### src/rtl/vc_pop_arbiter.sv
// Pops VC0 (strict priority) or VC1 and steers each word to D0/D1 by its destination bit.
// Latency: pop in cycle N, push in cycle N+1; sustains one word per cycle back to back.
// Backpressure: either downstream almost-full stops new pops at once; the in-flight word is always pushed.
module vc_pop_arbiter #(
    parameter int DATA_SIZE = 6,
    parameter int DEST_BIT  = 4,
    parameter int CNT_W     = 5
) (
    input  logic                 clk,
    input  logic                 reset_L,
    input  logic                 enable,
    input  logic                 fifo_empty_vc0,
    input  logic                 fifo_empty_vc1,
    input  logic [DATA_SIZE-1:0] data_mux_0,
    input  logic [DATA_SIZE-1:0] data_mux_1,
    input  logic                 pause_d0,
    input  logic                 pause_d1,
    output logic                 pop_vc0,
    output logic                 pop_vc1,
    output logic                 push_d0,
    output logic                 push_d1,
    output logic [DATA_SIZE-1:0] data_d0,
    output logic [DATA_SIZE-1:0] data_d1,
    output logic [1:0]           state_o,
    output logic [CNT_W-1:0]     cnt_d0,
    output logic [CNT_W-1:0]     cnt_d1
);

    typedef enum logic [1:0] {
        IDLE   = 2'b00,
        ACTIVE = 2'b01,
        PAUSED = 2'b10
    } state_t;

    state_t               state_q, state_d;
    logic                 vld_q, vld_d;
    logic                 src_q, src_d;
    logic [CNT_W-1:0]     cnt_d0_q, cnt_d0_d;
    logic [CNT_W-1:0]     cnt_d1_q, cnt_d1_d;
    logic                 pause_any;
    logic                 go;
    logic [DATA_SIZE-1:0] word;

    assign pause_any = pause_d0 | pause_d1;

    // Dropping enable wins over any pause transition.
    always_comb begin
        state_d = state_q;
        case (state_q)
            IDLE: begin
                if (enable) state_d = ACTIVE;
            end
            ACTIVE: begin
                if (!enable)        state_d = IDLE;
                else if (pause_any) state_d = PAUSED;
            end
            PAUSED: begin
                if (!enable)         state_d = IDLE;
                else if (!pause_any) state_d = ACTIVE;
            end
            default: state_d = IDLE;
        endcase
    end

    // The destination is only known after the read, so both pauses gate every pop.
    always_comb begin
        go       = (state_q == ACTIVE) & enable & ~pause_any;
        pop_vc0  = go & ~fifo_empty_vc0;
        pop_vc1  = go & fifo_empty_vc0 & ~fifo_empty_vc1;
        vld_d    = pop_vc0 | pop_vc1;
        src_d    = pop_vc1;

        word     = src_q ? data_mux_1 : data_mux_0;
        push_d0  = vld_q & ~word[DEST_BIT];
        push_d1  = vld_q & word[DEST_BIT];
        data_d0  = push_d0 ? word : '0;
        data_d1  = push_d1 ? word : '0;

        cnt_d0_d = push_d0 ? cnt_d0_q + 1'b1 : cnt_d0_q;
        cnt_d1_d = push_d1 ? cnt_d1_q + 1'b1 : cnt_d1_q;
    end

    always_ff @(posedge clk or negedge reset_L) begin
        if (!reset_L) begin
            state_q  <= IDLE;
            vld_q    <= 1'b0;
            src_q    <= 1'b0;
            cnt_d0_q <= '0;
            cnt_d1_q <= '0;
        end else begin
            state_q  <= state_d;
            vld_q    <= vld_d;
            src_q    <= src_d;
            cnt_d0_q <= cnt_d0_d;
            cnt_d1_q <= cnt_d1_d;
        end
    end

    assign state_o = state_q;
    assign cnt_d0  = cnt_d0_q;
    assign cnt_d1  = cnt_d1_q;

endmodule
### config.mk
export PLATFORM = sky130hd
export DESIGN_NAME = vc_pop_arbiter
export DESIGN_NICKNAME = d
export VERILOG_FILES = /design/src/rtl/vc_pop_arbiter.sv
export SDC_FILE = /design/constraint.sdc
export NUM_CORES = 1
export LEC_CHECK = 0
export BUFFER_PORTS_ARGS = -buffer_cell sky130_fd_sc_hd__buf_4
export CAP_MARGIN = 20
export CORE_MARGIN = 1
export CORE_UTILIZATION = 38
export DETAILED_ROUTE_END_ITERATION = 7
export PLACE_DENSITY = 0.74
export SLEW_MARGIN = 20
export SYNTH_ARGS = -nofsm -noshare
export SYNTH_HDL_FRONTEND = slang
export SYNTH_SLANG_ARGS = --single-unit
### constraint.sdc
create_clock -name clk -period 1.59 [get_ports clk]
set_clock_uncertainty 0.2 [all_clocks]
set_input_delay 0.0795 -clock clk [delete_from_list [all_inputs] [get_ports clk]]
set_output_delay 0.0795 -clock clk [all_outputs]
set_load 0.01 [all_outputs]
; ---- Word-level counts from Yosys, hierarchy flattened
; Index checks and enable logic that the tools add are counted.
[totals]
register_bits = 14
out_inout_bits = 28
wordCells = 36
[op_classes]
add_sub_neg = 2
eq_ne = 5
n_mux = 9
bitwise = 13
n_reduce_logical = 2
[op_table]
columns = operator, n
row1 = 6-bit 2-to-1 mux, 3
row2 = "5-bit by 1-bit adder with 5-bit output, second input constant", 2
row3 = 2-bit 2-to-1 mux, 5
row4 = 1-bit AND, 7
row5 = "3-bit != test, second input constant", 2
row6 = 2-bit one-hot mux with 3 select lines, 1
row7 = 1-bit NOT, 4
row8 = 3-bit AND reduction, 1
row9 = "2-bit by 1-bit == test with 1-bit output, second input constant", 1
row10 = "2-bit == test, second input constant", 1
row11 = 2-bit zero test, 1
row12 = "2-bit != test, second input constant", 1
row13 = 1-bit OR, 2

; ---- Longest topological paths before layout
[depth]
ltp_word = 6
mapped_depth = 5

; ---- Worst setup path after synthesis
; Ideal clock, no wire load.
[synth_path]
path_kind = register to register
startpoint = reg state_q[1], in the netlist state_o[1]
endpoint = reg src_q
setup_time_ns = 0.155
t_arrival_ns = 1.364
slack_ns = -0.129
path_stages_with_launch = 3
period_less_slack_ns = 1.719
path_cell_list = dfrtp_1 -> or4_4 -> nor3b_1
[synth_via]
elab_chain_cells = 5
[synth_rtl]
columns = item, line_no
row1 = start: declaration, 35  ; state_t state_q, state_d;
row2 = start signal: assignment, 91  ; state_q <= state_d;
row3 = 2-bit by 1-bit == test with 1-bit output, 67  ; go = (state_q == ACTIVE) & enable & ~pause_any;
row4 = 1-bit AND (2 in series), 67
row5 = 1-bit AND (2 in series), 69  ; pop_vc1 = go & fifo_empty_vc0 & ~fifo_empty_vc1;
row6 = via pop_vc1, 19  ; output logic pop_vc1,
row7 = end signal: assignment, 93  ; src_q <= src_d;
row8 = end: declaration, 37  ; logic src_q, src_d;
; The timed path passes the listed nets, and every way through them passes these cells.
; A chain may end at the register's enable or synchronous reset.

; ---- Worst setup path in the final report
[layout_path]
startpoint = in enable
endpoint = out pop_vc0
[layout_via]
elab_chain_cells = 3
[layout_rtl]
columns = item, line_no
row1 = start: declaration, 11  ; input logic enable,
row2 = 1-bit AND (2 in series), 67
row3 = 1-bit AND, 68  ; pop_vc0 = go & ~fifo_empty_vc0;
row4 = end: declaration, 18  ; output logic pop_vc0,
; Every way passes these cells.

==> out/results.ini <==
[layout]
syn_to_final_growth_pct = 88.9
fill_cells = 147
drive_above_1_share = 0.654
nets = 156
fin_cells = 160
fin_area_um2 = 1480
diodes = 0

[setup_path]
worstPathCellList = buf_4, dlygate4sd3_1, nand2_1, or4_4, buf_4, nor2_4, buf_4
endpoint = pop_vc0
critPathKind = in2out
startpoint_type = input port
r2r-start = src_q$_DFF_PN0_
crit_slowest_cell = dlygate4sd3_1
reg2reg_depth = 4
critPathMaxFanout = 2
worst_setup_path_end_kind = output port
slowest_delay_ps = 570
crit_top_cell = buf_4
r2r_slack_ps = -70
reg2reg_to = cnt_d1[1]$_DFFE_PN0P_
arrival_ps = 1570
required_ps = 1310
critPathLaunch = enable

[flow_run]
maxCapViolations = 0

[sta]
finalSetupTns_ps = -1570
fin_crit_sh = 1.16
hold_ws_ps = -99.8
finalSetupViolCount = 17
min_period_ps = 1850
timing.final.ws_setup_ps = -261
fmax_ghz = 0.540
hold_violations = 16
slew_viol_final = 0
rsz0062_at_grt = true

[synthesis]
yosys_warnings = 0
synth_flop_cell = dfrtp_1
synth-seq-area-share = 0.446
ys_types = 22
yosys-top-cells-count = nor2_1, dfrtp_1, mux2i_1, xnor2_1
synth_edf_count = 0
netlist_area_um2 = 786
ys_ff_latch = 14
yosysTopAreaCell = dfrtp_1
syn_nets = 94
synth_area_per_cell_um2 = 10.8
synth_area_leaders = dfrtp_1, nor2_1, mux2i_1
synth_top_area_share = 0.446
yosys.cell_count.top_type = nor2_1
syn-instance-count = 73
synth_async_sr_flop_share = 1.00

[clock_network]
insertion_delay_ps = 270
clockRootBuffer = clkbuf_4
cts.path.max_buffers = 2
clock-sinks = 14
clkTransAtPathRegs_ps = 80
htreeDepth = 1
cts_tree = done
numCtsBuffers = 3

[drt]
route.detailed.drc = 0
ant_nets = 0
wirelength_um = 2240
drt_first_pass_iters = 3
via_count = 757
drt_iter0_drc = 3
viasPerCell = 4.73
routedWlPerCell_um = 14.0

[status]
violations = negative hold slack, negative setup slack
status = complete, but fails checks

[global_routing]
grt_antenna_before_repair = 0
grt_pass1_vias = 652
grt_overflow = 0
grt_max_degree = 15
track_usage = 0.177
grt_pass1_wl_um = 2690

[placement]
placed_cell_area_um2 = 1160
dp_hpwl_um = 1450
io_buffers = 45
routabilityCongestion = 0.669
placed_cells = 145

[die]
io_pins = 47
initial_utilization = 0.401
dieHeight_um = 47.5
placement_rows = 16
fp.dieW_um = 47.5
fp.coreArea_um2 = 1960
die_area_um2 = 2250

[pwr]
leakage_nw = 0.694
peakVddDrop_mv = 0.482
fin_total_pwr_mw = 1.01
power_density_nw_per_um2 = 684

[worst_hold_path]
hold_path.class = in2reg

kinds of logic (layout without fill, tap and decap cells):
group | Yosys count | after routing | synth area share
buf+inv | 6 | 66 | 0.0525
simple gates | 28 | 28 | 0.183
compound gates | 4 | 4 | 0.0318
xor+xnor | 9 | 9 | 0.100
other cells | 1 | 1 | 0.00477
mux | 9 | 9 | 0.150
flops | 14 | 14 | 0.446
fa+ha+maj | 2 | 2 | 0.0318
cell type report:
type / count / area, um^2 / share of cell area
well taps: 27 / 33.8 / 0.0228
clock buffers: 3 / 22.5 / 0.0152
inverters: 2 / 10.0 / 0.00675
repair buffers: 61 / 524 / 0.353
multi-input cells: 53 / 542 / 0.365
flip-flops and latches: 14 / 352 / 0.237
what timing repair did:
item,4_1_cts,5_1_grt
buffers inserted,4,3
setup endpoints to repair,15,32
gates resized for setup,18,31
gates cloned,0,0
hold buffers,6,1
endpoints found under the hold margin,18,2
pin swaps,7,4
critical path: cells and delay by family:
family                 cells  cell delay [ps]
buffers and inverters      4              940
and+or+nand+nor            3              550
report_power, final:
group	leakage [nW]	internal [mW]	total [mW]	switching, mW
clock network	0.0138	0.0876	0.192	0.104
logic	0.502	0.206	0.350	0.144
registers	0.178	0.410	0.473	0.0635
total	0.694	0.703	1.01	0.311
cells in the final DEF, fill, tap and decap left out, types with 2 or more instances in the layout:
master	n
buf_4	44
dfrtp_1	13
buf_6	11
nor2_4	7
mux2i_4	6
nor2_2	5
xnor2_1	5
nor2_1	5
dlygate4sd3_1	5
nand4_1	4
xor2_1	4
mux2_4	3
clkbuf_4	3
nand3_1	2
ha_1	2
state kept, by name, indices dropped and copies added, names as in the netlist:
name and flops:
cnt_d0 5, cnt_d1 5, state_o 2, src_q 1
vld_q 1
layer usage:
| layer | vias to the layer above | track usage | share of wire |
|---|---|---|---|
| met1 | 340 | 0.179 | 0.34 |
| met4 | 0 | 0.0857 | 0.0076 |
| met3 | 2 | 0.0226 | 0.075 |
| met5 | - | 0 | 0 |
| li1 | 373 | - | - |
| met2 | 42 | 0.351 | 0.57 |
stage by stage:
step | setup WS, ps | utilization
floorplan | 23.3 | -
global placement | 63.6 | 0.591
detailed placement | 47.9 | 0.591
CTS | -265 | 0.687
global route | -299 | 0.756
finish | -261 | 0.756
worst min-delay path by stage:
| stage | start | to | slack, ps | cells past startpoint |
|---|---|---|---|---|
| floorplan | reset_L | cnt_d0[0]$_DFFE_PN0P_ | -420 | 0 |
| global placement | reset_L | state_o[0]$_DFFE_PN0P_ | -260 | 1 |
| detailed placement | reset_L | state_o[0]$_DFFE_PN0P_ | -260 | 1 |
| CTS | pause_d0 | vld_q$_DFF_PN0_ | -110 | 3 |
| global route | pause_d0 | src_q$_DFF_PN0_ | -100 | 3 |
| finish | pause_d0 | src_q$_DFF_PN0_ | -100 | 3 |
No activity file was read; power rests on OpenSTA's default activity.
